[config.mk]
export PLATFORM = sky130hd
export DESIGN_NAME = mouse_cmd_arbiter
export DESIGN_NICKNAME = d
export VERILOG_FILES = /design/src/rtl/mouse_cmd_arbiter.sv
export SDC_FILE = /design/constraint.sdc
export NUM_CORES = 1
export LEC_CHECK = 0
export ABC_AREA = 0
export ABC_CLOCK_PERIOD_IN_PS = 1970
export CAP_MARGIN = 20
export CORE_MARGIN = 1
export CORE_UTILIZATION = 49
export DETAILED_ROUTE_END_ITERATION = 8
export GPL_TIMING_DRIVEN = 1
export PLACE_DENSITY = 0.82
export SLEW_MARGIN = 10
export SYNTH_ARGS = -nofsm -noshare
export SYNTH_HDL_FRONTEND = slang
export SYNTH_SLANG_ARGS = --single-unit
[constraint.sdc]
create_clock -name CLK -period 1.97 [get_ports CLK]
set_input_delay 0.591 -clock CLK [delete_from_list [all_inputs] [get_ports CLK]]
set_output_delay 0.591 -clock CLK [all_outputs]
set_load 0.02 [all_outputs]
[src/rtl/mouse_cmd_arbiter.sv]
// mouse_cmd_arbiter
// Shares one PS/2 transmit path between two command requesters.
// Requester 0 is the mouse init/master FSM; requester 1 is a user
// command source. A granted command byte is sent, the mouse's reply
// is collected, and a 0xFE reply causes a resend up to MAX_RETRY
// times. Each wait state has its own timeout. The transaction ends
// with a one-cycle DONEx pulse that carries STATUS.
//
// Ports
//   CLK, RESET                 clock, synchronous active-high reset
//   REQ0/REQ1, REQx_BYTE       request levels and their command bytes
//   GNT[1:0]                   one-hot grant, held through the DONE cycle
//   DONE0/DONE1, STATUS[1:0]   completion pulse and result
//                              (00 ack, 01 retries exhausted, 10 timeout,
//                               11 bad byte or receiver error)
//   BUSY                       FSM not idle
//   SEND_BYTE, BYTE_TO_SEND    transmitter strobe and data
//   BYTE_SENT                  transmitter done
//   READ_ENABLE                receiver enable (WAIT_ACK only)
//   BYTE_READ, BYTE_ERROR_CODE, BYTE_READY   receiver result
module mouse_cmd_arbiter #(
  parameter int TIMEOUT   = 200000,
  parameter int TIMEOUT_W = 18,
  parameter int MAX_RETRY = 2
) (
  input  logic       CLK,
  input  logic       RESET,
  input  logic       REQ0,
  input  logic       REQ1,
  input  logic [7:0] REQ0_BYTE,
  input  logic [7:0] REQ1_BYTE,
  output logic [1:0] GNT,
  output logic       DONE0,
  output logic       DONE1,
  output logic [1:0] STATUS,
  output logic       BUSY,
  output logic       SEND_BYTE,
  output logic [7:0] BYTE_TO_SEND,
  input  logic       BYTE_SENT,
  output logic       READ_ENABLE,
  input  logic [7:0] BYTE_READ,
  input  logic [1:0] BYTE_ERROR_CODE,
  input  logic       BYTE_READY
);

  localparam int RETRY_W = (MAX_RETRY < 1) ? 1 : $clog2(MAX_RETRY + 1);

  localparam logic [1:0] ST_ACK     = 2'b00;
  localparam logic [1:0] ST_RETRY   = 2'b01;
  localparam logic [1:0] ST_TIMEOUT = 2'b10;
  localparam logic [1:0] ST_BAD     = 2'b11;

  typedef enum logic [2:0] {IDLE, SEND, WAIT_SENT, WAIT_ACK, DONE} stateT;

  stateT                state, stateNext;
  logic [1:0]           gntNext;
  logic [7:0]           byteNext;
  logic [1:0]           statusNext;
  logic [RETRY_W-1:0]   retryCnt, retryNext;
  logic [TIMEOUT_W-1:0] tmoCnt;
  logic                 timedOut;
  // 1 means requester 1 was served last, so requester 0 wins a tie.
  logic                 lastServed, lastNext;
  logic                 inWait;

  assign timedOut = (tmoCnt == TIMEOUT_W'(TIMEOUT - 1));
  assign inWait   = (state == WAIT_SENT) || (state == WAIT_ACK);

  always_comb begin
    stateNext  = state;
    gntNext    = GNT;
    byteNext   = BYTE_TO_SEND;
    statusNext = ST_ACK;
    retryNext  = retryCnt;
    lastNext   = lastServed;
    case (state)
      IDLE: begin
        if (REQ0 && (!REQ1 || lastServed)) begin
          gntNext   = 2'b01;
          byteNext  = REQ0_BYTE;
          retryNext = '0;
          stateNext = SEND;
        end else if (REQ1) begin
          gntNext   = 2'b10;
          byteNext  = REQ1_BYTE;
          retryNext = '0;
          stateNext = SEND;
        end
      end
      SEND: stateNext = WAIT_SENT;
      WAIT_SENT: begin
        // A completion on the final timeout cycle still counts.
        if (BYTE_SENT) begin
          stateNext = WAIT_ACK;
        end else if (timedOut) begin
          stateNext  = DONE;
          statusNext = ST_TIMEOUT;
        end
      end
      WAIT_ACK: begin
        if (BYTE_READY) begin
          stateNext = DONE;
          if (BYTE_ERROR_CODE != 2'b00) begin
            statusNext = ST_BAD;
          end else if (BYTE_READ == 8'hFA) begin
            statusNext = ST_ACK;
          end else if (BYTE_READ == 8'hFE) begin
            if (retryCnt < RETRY_W'(MAX_RETRY)) begin
              retryNext = retryCnt + RETRY_W'(1);
              stateNext = SEND;
            end else begin
              statusNext = ST_RETRY;
            end
          end else begin
            statusNext = ST_BAD;
          end
        end else if (timedOut) begin
          stateNext  = DONE;
          statusNext = ST_TIMEOUT;
        end
      end
      DONE: begin
        stateNext = IDLE;
        gntNext   = 2'b00;
        lastNext  = GNT[1];
      end
      default: stateNext = IDLE;
    endcase
  end

  // All outputs are registered off the next-state decision so that
  // they line up with the state they describe.
  always_ff @(posedge CLK) begin
    if (RESET) begin
      state        <= IDLE;
      GNT          <= 2'b00;
      DONE0        <= 1'b0;
      DONE1        <= 1'b0;
      STATUS       <= 2'b00;
      BUSY         <= 1'b0;
      SEND_BYTE    <= 1'b0;
      BYTE_TO_SEND <= 8'h00;
      READ_ENABLE  <= 1'b0;
      retryCnt     <= '0;
      tmoCnt       <= '0;
      lastServed   <= 1'b1;
    end else begin
      state        <= stateNext;
      GNT          <= gntNext;
      DONE0        <= (stateNext == DONE) && gntNext[0];
      DONE1        <= (stateNext == DONE) && gntNext[1];
      STATUS       <= statusNext;
      BUSY         <= (stateNext != IDLE);
      SEND_BYTE    <= (stateNext == SEND);
      BYTE_TO_SEND <= byteNext;
      READ_ENABLE  <= (stateNext == WAIT_ACK);
      retryCnt     <= retryNext;
      lastServed   <= lastNext;
      // Restart on every state change; saturate rather than wrap.
      if (!inWait || (stateNext != state))
        tmoCnt <= '0;
      else if (tmoCnt != {TIMEOUT_W{1'b1}})
        tmoCnt <= tmoCnt + TIMEOUT_W'(1);
    end
  end

endmodule

==> out/metrics.cfg <==
[status]
status = finished, final reports clean

[critical_path]
critical_path.max_fanout = 3
rrSetupSlack_ps = 200
endpoint_kind = flip-flop
arrival_ps = 2170
rr_startpoint = tmoCnt[0]
path_class = input pin to flip-flop
crit_path_start_kind = input pin
reg2regPathDepth = 5
cp.required_ps = 2190
r2r-end = tmoCnt[2]

[power]
switching_power_mw = 0.8351
clkPwrFrac = 0.220
peakVddDrop_uv = 548.7
pwr-share-seq = 0.421
power.internal_mw = 1.665
leakage_nw = 1.055
p_comb_frac = 0.359
powerDensity_nw_per_um2 = 874.2
switching_share = 0.3340

[timing]
setup_viol = 0
max_freq_mhz = 511.9
tightest_slew_ps = 453.8
period_needed_ps = 1954
skew_ps = 4.677
finalHoldViolCount = 0
relSlewSlack = 0.6951
period_share = 0.9917
slew_viol_final = 0

[final_layout]
multi_input_area_um2 = 1192
final_cell_area_um2 = 2860
antenna_cells = 0
final-seq-area_um2 = 820.8
layout.nets = 341
syn_to_final_growth_pct = 39.99
fillers = 314
layout-drive-gt1-share = 0.1364
instances_no_fill = 358

[logic_synthesis]
avgSynthCellArea_um2 = 8.408
synth_edf_count = 0
synth_area_um2 = 2043
synth_top_family_by_area = simple AND/OR/NAND/NOR gates
synth_adder_area_share = 0.006124
synth_compound_area_frac = 0.1464
yosys_most_used_dff = dfxtp_1
synth_mux_area_frac = 0.05879
synthCells = 243
synthXorXnorAreaFrac = 0.04287
yosys.area_share.simple = 0.3031
synth_nets = 276
seq_area_frac_synth = 0.4017
yosysUniqueCellTypes = 46
synth_warnings = 0
async_flop_share = 0
ys_ff_latch = 41

[placement]
dpl-instance-area_um2 = 2709
placed_cells = 349
port_buffers = 48
gp_congestion = 0.8514
post-dp-hpwl_mm = 3.601

[floorplanning]
die_h_um = 66.58
io_pins = 49
num_rows = 23
start_util = 0.5108
core_um2 = 4000
die_w_um = 66.58
dieArea_um2 = 4432

[detailed_routing]
drt-vias-per-instance = 5.547
vias = 1986
drc_errors = 0
ant_nets = 0
drt_iter0_drc = 209
first_pass_iters = 5
wl_per_cell_um = 14.24
routed_wirelength_mm = 5.099

[cts]
clock-sinks = 41
cts_inserted_buffers = 5
clkTransAtPathRegs_ps = 70
cts_tree = built
htree_levels = 2
hold_buffers = 0
clk_latency_ps = 290
cts-root-buf = clkbuf_8
clockBufferDepth = 2

[min_path]
worstHoldStart = retryCnt[0]
hp-class = flip-flop to flip-flop
min_path_cells = 2
min_to = retryCnt[0]

[global_route]
grt_usage = 0.2406
grt_pass1_vias = 1662
grt_pass1_wl_mm = 7.969
grt_max_degree = 19
antenna_found_initial = 0
grt-ovfl-total = 0

[flow_run]
max-cap-violations = 0

## synthesized netlist by cell type (5+ instances only)
| cell type | instances | area share |
|---|---|---|
| a211oi_1 | 9 | 0.033 |
| a21oi_1 | 14 | 0.034 |
| clkbuf_1 | 10 | 0.018 |
| dfxtp_1 | 41 | 0.40 |
| mux2i_1 | 12 | 0.059 |
| nand2_1 | 16 | 0.029 |
| nand2b_1 | 6 | 0.018 |
| nand3_1 | 6 | 0.015 |
| nand4_1 | 8 | 0.024 |
| nor2_1 | 36 | 0.066 |
| nor3_1 | 11 | 0.027 |
| nor4_1 | 5 | 0.015 |
| xnor2_1 | 7 | 0.030 |
## power groups by stage
stage	sequential (mW)	combinational, mW	clock [mW]
after floorplan	1.13	0.395	0
after global placement	1.06	0.854	0
after detailed placement	1.07	0.870	0
after CTS	1.05	0.882	0.559
after global routing	1.07	0.976	0.609
final	1.05	0.898	0.550
## state kept, by name (all words and copies together), names as in the netlist
name and count:
BUSY 1, BYTE_TO_SEND 8, DONE0 1, DONE1 1
GNT 2, READ_ENABLE 1, SEND_BYTE 1, STATUS 2
lastServed 1, retryCnt 2, state 3, tmoCnt 18
## worst max path at each step
stage | start | to | slack (ps) | depth (start not counted)
global route | BYTE_ERROR_CODE[1] | SEND_BYTE | -40 | 7
CTS | BYTE_ERROR_CODE[1] | DONE0 | 10 | 7
finish | BYTE_ERROR_CODE[1] | retryCnt[0] | 20 | 7
floorplan | BYTE_ERROR_CODE[1] | SEND_BYTE | 110 | 5
global placement | BYTE_ERROR_CODE[1] | DONE0 | -310 | 7
detailed placement | BYTE_ERROR_CODE[1] | DONE1 | -350 | 7
## layout by cell type, fill, tap and decap left out, types with 6 or more instances in the layout
cell / count
nand4_1: 8
nand2b_1: 6
nand3_1: 6
a21oi_1: 13
nor2_1: 36
dfxtp_1: 41
nor3_1: 11
nand2_1: 16
xnor2_1: 7
clkdlybuf4s50_1: 47
mux2i_1: 12
buf_4: 24
a211oi_1: 9
clkbuf_8: 6
## logic make-up (layout without fill, tap and decap cells)
| kind of cell | count (synthesis) | in the layout |
|---|---|---|
| and+or+nand+nor | 116 | 116 |
| AOI/OAI and AO/OA | 44 | 44 |
| DFF | 41 | 41 |
| buffers and inverters | 19 | 84 |
| muxes | 12 | 12 |
| xor gates and xnor gates | 10 | 10 |
| adders and majority gates | 1 | 1 |
## timing repair
action                     4_1_cts  5_1_grt
hold endpoints to repair         0        0
setup buffers                    1        1
resized for setup                3        5
pin swaps                        0        4
setup endpoints to repair        4        6
## layout make-up
class / count / share of cell area
clock buffer: 7 / 0.03018
inverter: 4 / 0.005249
multi-input combinational: 183 / 0.4169
sequential: 41 / 0.2870
tap: 50 / 0.02187
timing repair buffer: 73 / 0.2388
## worst max-delay path: stages
cell             delay (ps)
clkdlybuf4s50_1         420
or3_4                   410
nor4_4                  230
buf_4                   150
buf_4                   100
nand3b_1                 90
a21oi_1                 180
## per-stage QoR
step                TNS [ps]    util  setup WS (ps)  power, mW  hold WS, ps
finish                     0  0.7150          16.44      2.501        496.3
global route          -102.2  0.7150         -43.03      2.657        519.3
CTS                        0  0.7050          11.76      2.487        491.4
detailed placement     -3637  0.6772         -353.5      1.936        480.2
global placement       -2914  0.6772         -311.4      1.918        448.8
floorplan                  0       -          108.3      1.526        440.2
## routing by layer
layer / track usage / part of all wire / vias to the layer above
met3: 0.07192 / 0.067 / 11
met2: 0.3409 / 0.45 / 82
met4: 0.08777 / 0.019 / 0
met5: 0 / 0 / -
met1: 0.3386 / 0.47 / 887
li1: - / - / 1006
(Power assumes the default switching activity.)
